File: config.mk
export PLATFORM = sky130hd
export DESIGN_NAME = ucsbece154_mem_arbiter_flat
export DESIGN_NICKNAME = d
export VERILOG_FILES = /design/src/rtl/ucsbece154_mem_arbiter_if.sv /design/src/rtl/ucsbece154_mem_arbiter.sv /design/src/flat_wrapper.sv
export SDC_FILE = /design/constraint.sdc
export NUM_CORES = 1
export LEC_CHECK = 0
export ABC_AREA = 1
export BUFFER_PORTS_ARGS = -buffer_cell sky130_fd_sc_hd__buf_2
export CAP_MARGIN = 25
export CELL_PAD_IN_SITES_DETAIL_PLACEMENT = 1
export CELL_PAD_IN_SITES_GLOBAL_PLACEMENT = 1
export CORE_ASPECT_RATIO = 0.9
export CORE_MARGIN = 2
export CORE_UTILIZATION = 23
export CTS_CLUSTER_DIAMETER = 80
export DETAILED_ROUTE_END_ITERATION = 10
export GPL_TIMING_DRIVEN = 0
export HOLD_SLACK_MARGIN = 0.12
export PLACE_DENSITY = 0.78
export RECOVER_POWER = 25
export SLEW_MARGIN = 30
export SYNTH_ARGS = -nofsm -noshare
export SYNTH_HDL_FRONTEND = slang
export SYNTH_SLANG_ARGS = --single-unit
File: constraint.sdc
create_clock -name Clk -period 1.4 [get_ports Clk]
set_input_delay 0.21 -clock Clk [delete_from_list [all_inputs] [get_ports Clk]]
set_output_delay 0.21 -clock Clk [all_outputs]
set_load 0.01 [all_outputs]
File: src/rtl/ucsbece154_mem_arbiter_if.sv
// Bus bundle between the two cache refill ports, the arbiter and the
// SDRAM-controller read port. The arbiter uses the slave view; whatever
// drives the caches and the memory side uses the master view.
`timescale 1ns/1ps
interface ucsbece154_mem_arbiter_if #(
  parameter int WORD_SIZE  = 32,
  parameter int ADDR_WIDTH = 32
);
  // I-cache side
  logic                  IReadRequest;
  logic [ADDR_WIDTH-1:0] IReadAddress;
  logic                  ICancel;
  logic [WORD_SIZE-1:0]  IDataIn;
  logic                  IDataReady;
  logic                  IDone;
  // D-cache side
  logic                  DReadRequest;
  logic [ADDR_WIDTH-1:0] DReadAddress;
  logic [WORD_SIZE-1:0]  DDataIn;
  logic                  DDataReady;
  logic                  DDone;
  // SDRAM controller side
  logic [ADDR_WIDTH-1:0] MemReadAddress;
  logic                  MemReadRequest;
  logic [WORD_SIZE-1:0]  MemDataIn;
  logic                  MemDataReady;
  // status
  logic                  Busy;

  modport slave (
    input  IReadRequest, IReadAddress, ICancel,
    output IDataIn, IDataReady, IDone,
    input  DReadRequest, DReadAddress,
    output DDataIn, DDataReady, DDone,
    output MemReadAddress, MemReadRequest,
    input  MemDataIn, MemDataReady,
    output Busy
  );

  modport master (
    output IReadRequest, IReadAddress, ICancel,
    input  IDataIn, IDataReady, IDone,
    output DReadRequest, DReadAddress,
    input  DDataIn, DDataReady, DDone,
    input  MemReadAddress, MemReadRequest,
    output MemDataIn, MemDataReady,
    input  Busy
  );
endinterface

File: src/rtl/ucsbece154_mem_arbiter.sv
// Refill arbiter: shares one SDRAM read port between the I-cache and the
// D-cache. One block-aligned burst of BLOCK_WORDS beats per grant, beats
// steered to the owner, a one-cycle GAP after each burst so a requester can
// drop its level request after Done. An I-side refill can be cancelled by a
// mispredict; its remaining beats are counted but discarded.
// Optional build macro: ARB_ROUND_ROBIN_EN selects round-robin arbitration
// between simultaneous requests; when undefined, D has fixed priority over I.
`timescale 1ns/1ps
module ucsbece154_mem_arbiter #(
  parameter int BLOCK_WORDS = 4,
  parameter int WORD_SIZE   = 32,
  parameter int ADDR_WIDTH  = 32
) (
  input  logic                    Clk,
  input  logic                    Reset,
  ucsbece154_mem_arbiter_if.slave bus
);
  localparam int CNT_W  = $clog2(BLOCK_WORDS);
  localparam int OFFSET = CNT_W + 2;  // word-in-block bits plus byte-in-word bits
  localparam logic [CNT_W-1:0] LAST_BEAT = CNT_W'(BLOCK_WORDS - 1);

  typedef enum logic [1:0] {IDLE, BURST, GAP} state_t;
  typedef enum logic {OWN_D = 1'b0, OWN_I = 1'b1} owner_t;

  state_t                state_reg, state_next;
  owner_t                owner_reg, owner_next;
  logic                  cancelled_reg, cancelled_next;
  logic [CNT_W-1:0]      count_reg, count_next;
  logic [ADDR_WIDTH-1:0] addr_reg, addr_next;
  logic                  req_reg, req_next;

  logic                  i_elig, d_elig, grant, grant_i;
  logic [ADDR_WIDTH-1:0] sel_addr;
  logic                  beat, at_last, i_ready, d_ready;
  logic [WORD_SIZE-1:0]  beat_data;

  // A cancel seen in the same cycle as an I request makes it ineligible.
  assign i_elig = bus.IReadRequest & ~bus.ICancel;
  assign d_elig = bus.DReadRequest;
  assign grant  = i_elig | d_elig;

`ifdef ARB_ROUND_ROBIN_EN
  owner_t rr_reg, rr_next;

  assign grant_i = (i_elig & d_elig) ? (rr_reg == OWN_I) : i_elig;

  // Point at the side that was not just granted (cancelled I grants included).
  always_comb begin
    rr_next = rr_reg;
    if (state_reg == IDLE && grant)
      rr_next = grant_i ? OWN_D : OWN_I;
  end

  // Round-robin pointer register.
  always_ff @(posedge Clk) begin
    if (Reset) rr_reg <= OWN_I;
    else       rr_reg <= rr_next;
  end
`else
  assign grant_i = i_elig & ~d_elig;
`endif

  assign sel_addr = grant_i ? bus.IReadAddress : bus.DReadAddress;

  // Beat steering. The live ICancel term drops a beat arriving in the very
  // cycle of the cancel, before cancelled_reg has had a chance to set.
  assign beat    = bus.MemDataReady & (state_reg == BURST);
  assign at_last = (count_reg == LAST_BEAT);
  assign i_ready = beat & (owner_reg == OWN_I) & ~cancelled_reg & ~bus.ICancel;
  assign d_ready = beat & (owner_reg == OWN_D);

  assign beat_data      = bus.MemDataIn;
  assign bus.IDataIn    = beat_data;
  assign bus.DDataIn    = beat_data;
  assign bus.IDataReady = i_ready;
  assign bus.DDataReady = d_ready;
  assign bus.IDone      = i_ready & at_last;
  assign bus.DDone      = d_ready & at_last;

  assign bus.MemReadAddress = addr_reg;
  assign bus.MemReadRequest = req_reg;
  assign bus.Busy           = (state_reg != IDLE);

  // Next-state: grant in IDLE, count beats in BURST, single dead cycle in GAP.
  always_comb begin
    state_next     = state_reg;
    owner_next     = owner_reg;
    cancelled_next = cancelled_reg;
    count_next     = count_reg;
    addr_next      = addr_reg;
    req_next       = req_reg;
    case (state_reg)
      IDLE: begin
        if (grant) begin
          owner_next     = grant_i ? OWN_I : OWN_D;
          addr_next      = {sel_addr[ADDR_WIDTH-1:OFFSET], {OFFSET{1'b0}}};
          req_next       = 1'b1;
          count_next     = '0;
          cancelled_next = 1'b0;
          state_next     = BURST;
        end
      end
      BURST: begin
        if (bus.ICancel && owner_reg == OWN_I)
          cancelled_next = 1'b1;
        if (bus.MemDataReady) begin
          // The burst cannot be aborted, so cancelled beats still count.
          count_next = count_reg + CNT_W'(1);
          if (at_last) begin
            req_next   = 1'b0;
            state_next = GAP;
          end
        end
      end
      GAP: begin
        state_next = IDLE;
      end
      default: begin
        state_next = IDLE;
      end
    endcase
  end

  // State and burst registers.
  always_ff @(posedge Clk) begin
    if (Reset) begin
      state_reg     <= IDLE;
      owner_reg     <= OWN_D;
      cancelled_reg <= 1'b0;
      count_reg     <= '0;
      addr_reg      <= '0;
      req_reg       <= 1'b0;
    end else begin
      state_reg     <= state_next;
      owner_reg     <= owner_next;
      cancelled_reg <= cancelled_next;
      count_reg     <= count_next;
      addr_reg      <= addr_next;
      req_reg       <= req_next;
    end
  end
endmodule

File: src/flat_wrapper.sv
// flat-port wrapper written by rule: the top's interface ports become plain ports
module ucsbece154_mem_arbiter_flat 
#(
  parameter int BLOCK_WORDS = 4,
  parameter int WORD_SIZE   = 32,
  parameter int ADDR_WIDTH  = 32
)
  (Clk, Reset, bus_IReadRequest, bus_IReadAddress, bus_ICancel, bus_IDataIn, bus_IDataReady, bus_IDone, bus_DReadRequest, bus_DReadAddress, bus_DDataIn, bus_DDataReady, bus_DDone, bus_MemReadAddress, bus_MemReadRequest, bus_MemDataIn, bus_MemDataReady, bus_Busy);
  ucsbece154_mem_arbiter_if #(.WORD_SIZE(WORD_SIZE), .ADDR_WIDTH(ADDR_WIDTH)) bus_i ();
  input  logic Clk;
  input  logic Reset;
  input wire logic [$bits(bus_i.IReadRequest)-1:0] bus_IReadRequest;
  input wire logic [$bits(bus_i.IReadAddress)-1:0] bus_IReadAddress;
  input wire logic [$bits(bus_i.ICancel)-1:0] bus_ICancel;
  output wire logic [$bits(bus_i.IDataIn)-1:0] bus_IDataIn;
  output wire logic [$bits(bus_i.IDataReady)-1:0] bus_IDataReady;
  output wire logic [$bits(bus_i.IDone)-1:0] bus_IDone;
  input wire logic [$bits(bus_i.DReadRequest)-1:0] bus_DReadRequest;
  input wire logic [$bits(bus_i.DReadAddress)-1:0] bus_DReadAddress;
  output wire logic [$bits(bus_i.DDataIn)-1:0] bus_DDataIn;
  output wire logic [$bits(bus_i.DDataReady)-1:0] bus_DDataReady;
  output wire logic [$bits(bus_i.DDone)-1:0] bus_DDone;
  output wire logic [$bits(bus_i.MemReadAddress)-1:0] bus_MemReadAddress;
  output wire logic [$bits(bus_i.MemReadRequest)-1:0] bus_MemReadRequest;
  input wire logic [$bits(bus_i.MemDataIn)-1:0] bus_MemDataIn;
  input wire logic [$bits(bus_i.MemDataReady)-1:0] bus_MemDataReady;
  output wire logic [$bits(bus_i.Busy)-1:0] bus_Busy;
  assign bus_i.IReadRequest = bus_IReadRequest;
  assign bus_i.IReadAddress = bus_IReadAddress;
  assign bus_i.ICancel = bus_ICancel;
  assign bus_IDataIn = bus_i.IDataIn;
  assign bus_IDataReady = bus_i.IDataReady;
  assign bus_IDone = bus_i.IDone;
  assign bus_i.DReadRequest = bus_DReadRequest;
  assign bus_i.DReadAddress = bus_DReadAddress;
  assign bus_DDataIn = bus_i.DDataIn;
  assign bus_DDataReady = bus_i.DDataReady;
  assign bus_DDone = bus_i.DDone;
  assign bus_MemReadAddress = bus_i.MemReadAddress;
  assign bus_MemReadRequest = bus_i.MemReadRequest;
  assign bus_i.MemDataIn = bus_MemDataIn;
  assign bus_i.MemDataReady = bus_MemDataReady;
  assign bus_Busy = bus_i.Busy;
  ucsbece154_mem_arbiter #(.BLOCK_WORDS(BLOCK_WORDS), .WORD_SIZE(WORD_SIZE), .ADDR_WIDTH(ADDR_WIDTH)) u_core (.Clk(Clk), .Reset(Reset), .bus(bus_i));
endmodule
## Yosys cells after proc, flatten, opt, wreduce, memory -nomap -nowiden

Cells that the tools add are included.

- Output and inout port bits: 102
- Logic and storage cells: 52
- Register bits: 35
- Input bits: 102

- Muxes and demuxes: 16
- Bitwise logic cells: 14
- Add/subtract/negate cells: 1
- Equality and inequality tests: 6
- Reductions and logical operators: 9

Operator list:

| operator | count |
|---|---|
| $mux W32 | 1 |
| $mux W2 | 5 |
| $and A1 B1 Y1 | 9 |
| $reduce_and A3 Y1 | 3 |
| $pmux W2 S2 | 2 |
| $mux W1 | 6 |
| $ne A2 B1 Y1 const B | 2 |
| $ne A2 B2 Y1 const B | 2 |
| $not A1 Y1 | 4 |
| $pmux W1 S2 | 2 |
| $reduce_and A4 Y1 | 1 |
| $reduce_bool A2 Y1 | 2 |
| $add A2 B1 Y2 const B | 1 |
| $eq A2 B1 Y1 const B | 1 |
| $eq A2 B2 Y1 const B | 1 |
| $logic_not A2 Y1 | 1 |
| $reduce_and A2 Y1 | 1 |
| $logic_and A1 B1 Y1 | 1 |
| $or A1 B1 Y1 | 1 |

## Depth between registers and ports, before layout

- Depth in word-level cells: 6
- Gate-level depth with buffers: 8
- Depth with buffers taken out: 7

## Least setup slack after synthesis

OpenSTA, ideal clock, no wires.

- Path type: register to output
- Start: register u_core.state_reg[0]
- End: output bus_DDone
- Slack: 213 ps
- Arrival: 977 ps
- Required time: 1,190 ps
- Stages on the path, launching flop included: 5
- Path through: dfxtp_1 > inv_2 > nor2_2 > nand2_1 > nor3_1

- Word-level cells in the longest chain between the ends: 4

RTL lines:

| element | line | text |
|---|---|---|
| start: declaration | ucsbece154_mem_arbiter.sv:25 | `state_t state_reg, state_next;` |
| start signal: assignment | ucsbece154_mem_arbiter.sv:134 | `state_reg <= state_next;` |
| $eq A2 B1 Y1 | ucsbece154_mem_arbiter.sv:67 | `assign beat = bus.MemDataReady & (state_reg == BURST);` |
| $and A1 B1 Y1 | ucsbece154_mem_arbiter.sv:67 |  |
| $and A1 B1 Y1 | ucsbece154_mem_arbiter.sv:70 | `assign d_ready = beat & (owner_reg == OWN_D);` |
| $and A1 B1 Y1 | ucsbece154_mem_arbiter.sv:78 | `assign bus.DDone = d_ready & at_last;` |
| end: declaration | flat_wrapper.sv:22 | `output wire logic [$bits(bus_i.DDone)-1:0] bus_DDone;` |

Every way passes these cells.

## Final worst setup path

- Start: register u_core.count_reg[0]
- End: output bus_IDone

- Word-level cells in the longest chain between the ends: 2

RTL lines:

| element | line | text |
|---|---|---|
| start: declaration | ucsbece154_mem_arbiter.sv:28 | `logic [CNT_W-1:0] count_reg, count_next;` |
| start signal: assignment | ucsbece154_mem_arbiter.sv:137 | `count_reg <= count_next;` |
| $eq A2 B2 Y1 | ucsbece154_mem_arbiter.sv:68 | `assign at_last = (count_reg == LAST_BEAT);` |
| $and A1 B1 Y1 | ucsbece154_mem_arbiter.sv:77 | `assign bus.IDone = i_ready & at_last;` |
| end: declaration | flat_wrapper.sv:17 | `output wire logic [$bits(bus_i.IDone)-1:0] bus_IDone;` |

Every way passes these cells.

==> out/results.txt <==
Max Fanout on Critical Path: 4
Multiplexer share of the synthesized area: 0
RSZ-0062 raised after global routing: yes
Final instance area: 0.003274 sq mm
Core Rows: 33
Placeable core region: 0.009125 sq mm
Largest family of logic cells by synthesized area: buffers and inverters
Pre-CTS WS: 0.008099 ns
Reg-to-reg setup timing slack: 0.11 ns
Initial Util: 0.2365
Worst-skew pair later-pin latency: 0.28 ns
Initial antenna violation count: 0
Maximum number of buffers from clock root to sink: 2
Depth of the worst register-to-register path: 8
Quantity of I/O buffers inserted on ports: 159
Most frequent cells in the layout: 129 x sky130_fd_sc_hd__buf_2, 77 x sky130_fd_sc_hd__buf_4, 67 x sky130_fd_sc_hd__nand2_1
Final worst-path setup slack: 0.04596 ns
Nature of the critical path endpoint: primary output
Gate count after technology mapping: 308
Detailed Routing Iterations Pass 1: 2
Cell area power density: 923.3 mW/mm^2
Final routed wirelength across all metal layers: 7316 um
Critical path class: reg2out
Height of the chip: 95.90 um
Path class of the lowest-slack min-delay path: in2reg
Number of placed I/O pins: 204
Cts-stage hold buffer count: 0
Leak pwr: 1.784 nW
Mean cell area of the mapped netlist: 7.008 sq um
Synth warn: 0
Final worst path period need: 1.354 ns
CTS tree: built
Cell with the largest stage delay on the worst path: sky130_fd_sc_hd__dfxtp_2
Startpoint kind of the worst setup timing path: flop
Final net count: 587
Maximum clock frequency: 738.5 MHz
Htree depth: 2
Ratio of final minimum period to clock period: 0.9672
Instance area after placement: 0.003118 sq mm
Number of global-route vias before repair: 2312
Overall overflow remaining after global route: 0
Chip width: 106.1 um
Chain of cells forming the critical path: ha_1 > inv_2 > nor3_2 > buf_2
# clock sinks: 35
Largest net degree at the start of global routing: 11
Worst-case hold slack: 0.1486 ns
RR Endpoint: u_core.bus.MemReadAddress[16]
Xor and xnor fraction of the mapped netlist area: 0
Layout cell share with drive strength beyond 1: 0.4907
Result of the run: finished, final reports clean
Post-DRT Antenna Nets: 0
Worst path buffer plus inverter count: 2
Area of the mapped netlist: 0.002158 sq mm
Basic-gate share of the synthesized area counting and, or, nand and nor cells: 0.2017
Combined global-route utilization of all metal layers: 0.1316
Number of max-slew violations in the final report: 0
Count of cell instances traversed by the critical path: 4
Top delay family on crit path: flip-flops
Slowest Stage Delay on Critical Path: 0.34 ns
Yosys reg bits: 35
Library cells used by synthesis: 21
Start of the worst register-to-register path: u_core.state_reg[0]
Antenna fix cells: 0
Clock edge transition at the registers on the reported setup and hold paths: 0.07 ns
Post-Route Skew: 0.003962 ns
Largest register FFs: 28
Via density per instance: 4.097
DR WL/cell: 12.05 um
Endpoints failing setup: 0
CP Data Required Time: 1.19 ns
Via count of the routed design: 2487
Most common cell after layout, fill and taps aside: sky130_fd_sc_hd__buf_2
Layout Area Growth over Synthesis: 51.71%
Worst path arrival time: 1.14 ns
Seq/Total Area, Yosys: 0.3246
DRC Markers: 0
Last weighted congestion value of the routability-driven placer: 0.7406
Wire length of the first global-routing pass: 10760 um
First element of the critical path: u_core.count_reg[0]
Area of the die: 0.01018 sq mm
Adder-cell share of the synthesized area: 0.005797
Endpoints failing hold: 0
DP Wirelength: 5862 um
Compound-cell area share of the yosys netlist: 0.1559
Master cell of the clock root buffer: sky130_fd_sc_hd__clkbuf_8
1st-iter DRT viols: 22
Capture point of the worst path: bus_IDone
Number of buffers created by CTS: 5
Total of max-cap violations: 0
Largest vdd supply drop: 311.7 uV
[where the power goes]
part | internal [mW] | leakage [nW] | total (mW) | switching (mW)
combinational | 0.506 | 1.44 | 1.04 | 0.537
sequential | 1.12 | 0.291 | 1.17 | 0.0582
clock | 0.449 | 0.0515 | 0.806 | 0.357
total | 2.07 | 1.78 | 3.02 | 0.952
[cell usage after synthesis]
master,n,area [sq um]
sky130_fd_sc_hd__nor2_1,33,123.9
sky130_fd_sc_hd__nand2_1,69,259.0
sky130_fd_sc_hd__conb_1,1,3.750
sky130_fd_sc_hd__a21boi_0,1,7.510
sky130_fd_sc_hd__dfxtp_1,35,700.7
sky130_fd_sc_hd__buf_2,1,5.000
sky130_fd_sc_hd__nor2_2,1,6.260
sky130_fd_sc_hd__nand3_1,5,25.02
sky130_fd_sc_hd__buf_4,71,533.0
sky130_fd_sc_hd__o21ai_1,7,35.03
sky130_fd_sc_hd__a21oi_1,34,170.2
sky130_fd_sc_hd__buf_1,1,3.750
sky130_fd_sc_hd__a21oi_2,1,8.760
sky130_fd_sc_hd__clkbuf_1,3,11.26
sky130_fd_sc_hd__nand2_2,1,6.260
sky130_fd_sc_hd__ha_1,1,12.51
sky130_fd_sc_hd__inv_1,5,18.77
sky130_fd_sc_hd__inv_2,5,18.77
sky130_fd_sc_hd__o21ai_0,23,115.1
sky130_fd_sc_hd__nor3_1,3,15.01
sky130_fd_sc_hd__buf_6,7,78.83
[worst min path at each step]
stage                         startpoint                            end  slack (ns)  cells past startpoint
finish              bus_IReadAddress[12]  u_core.bus.MemReadAddress[12]        0.15                      3
CTS                 bus_IReadAddress[12]  u_core.bus.MemReadAddress[12]        0.14                      3
global placement    bus_IReadAddress[15]  u_core.bus.MemReadAddress[15]        0.43                      3
floorplan                          Reset      u_core.bus.MemReadRequest        0.28                      1
global route        bus_IReadAddress[19]  u_core.bus.MemReadAddress[19]        0.16                      3
detailed placement  bus_IReadAddress[12]  u_core.bus.MemReadAddress[12]        0.44                      3
[repair_timing]
action / 4_1_cts / 5_1_grt
resized for setup: 4 / 10
pin swaps: 1 / 2
gates cloned: 0 / 1
buffers inserted: 1 / 5
endpoints found under the setup margin: 4 / 10
[cell families after synthesis]
family,after synthesis
AO/OA/AOI/OAI,66
AND/OR/NAND/NOR,112
flip-flops,35
other,1
buffers and inverters,93
adder cells (fa/ha/maj),1
[through the flow]
step / power [mW] / setup TNS (ns) / cells / util
after floorplan: 1.801 / 0 / 311 / -
after global placement: 2.172 / 0 / 592 / 0.3417
after detailed placement: 2.206 / 0 / 592 / 0.3417
after CTS: 3.049 / -0.06398 / 601 / 0.3550
after global routing: 3.240 / -0.06401 / 607 / 0.3588
final: 3.023 / 0 / 607 / 0.3588
[worst register-to-register path, cell delays in order, from the launching register on]
cell and delay (ns):
sky130_fd_sc_hd__dfxtp_2 0.34, sky130_fd_sc_hd__inv_2 0.08, sky130_fd_sc_hd__nand2_2 0.08, sky130_fd_sc_hd__a21oi_4 0.14
sky130_fd_sc_hd__buf_6 0.16, sky130_fd_sc_hd__buf_8 0.14, sky130_fd_sc_hd__nand2_1 0.07, sky130_fd_sc_hd__a21oi_2 0.12
sky130_fd_sc_hd__nor2_1 0.05
[per-layer routing]
layer / wire length, um / track usage / part of all wire / vias to the layer above
met5: 0 / 0 / 0 / -
met4: 65 / 0.02741 / 0.0089 / 0
met3: 660 / 0.04333 / 0.090 / 6
met2: 3690 / 0.2489 / 0.50 / 111
met1: 2899 / 0.1445 / 0.40 / 1115
li1: - / - / - / 1255
[cell type report]
cell class	instances	area, sq um
tap	122	152.6
inverter	10	37.54
sequential	35	704.4
fill	1213	5851
clock buffer	8	100.1
multi-input combinational	183	838.3
timing repair buffer	166	805.8
buffer	83	635.6
(Power assumes the default switching activity.)
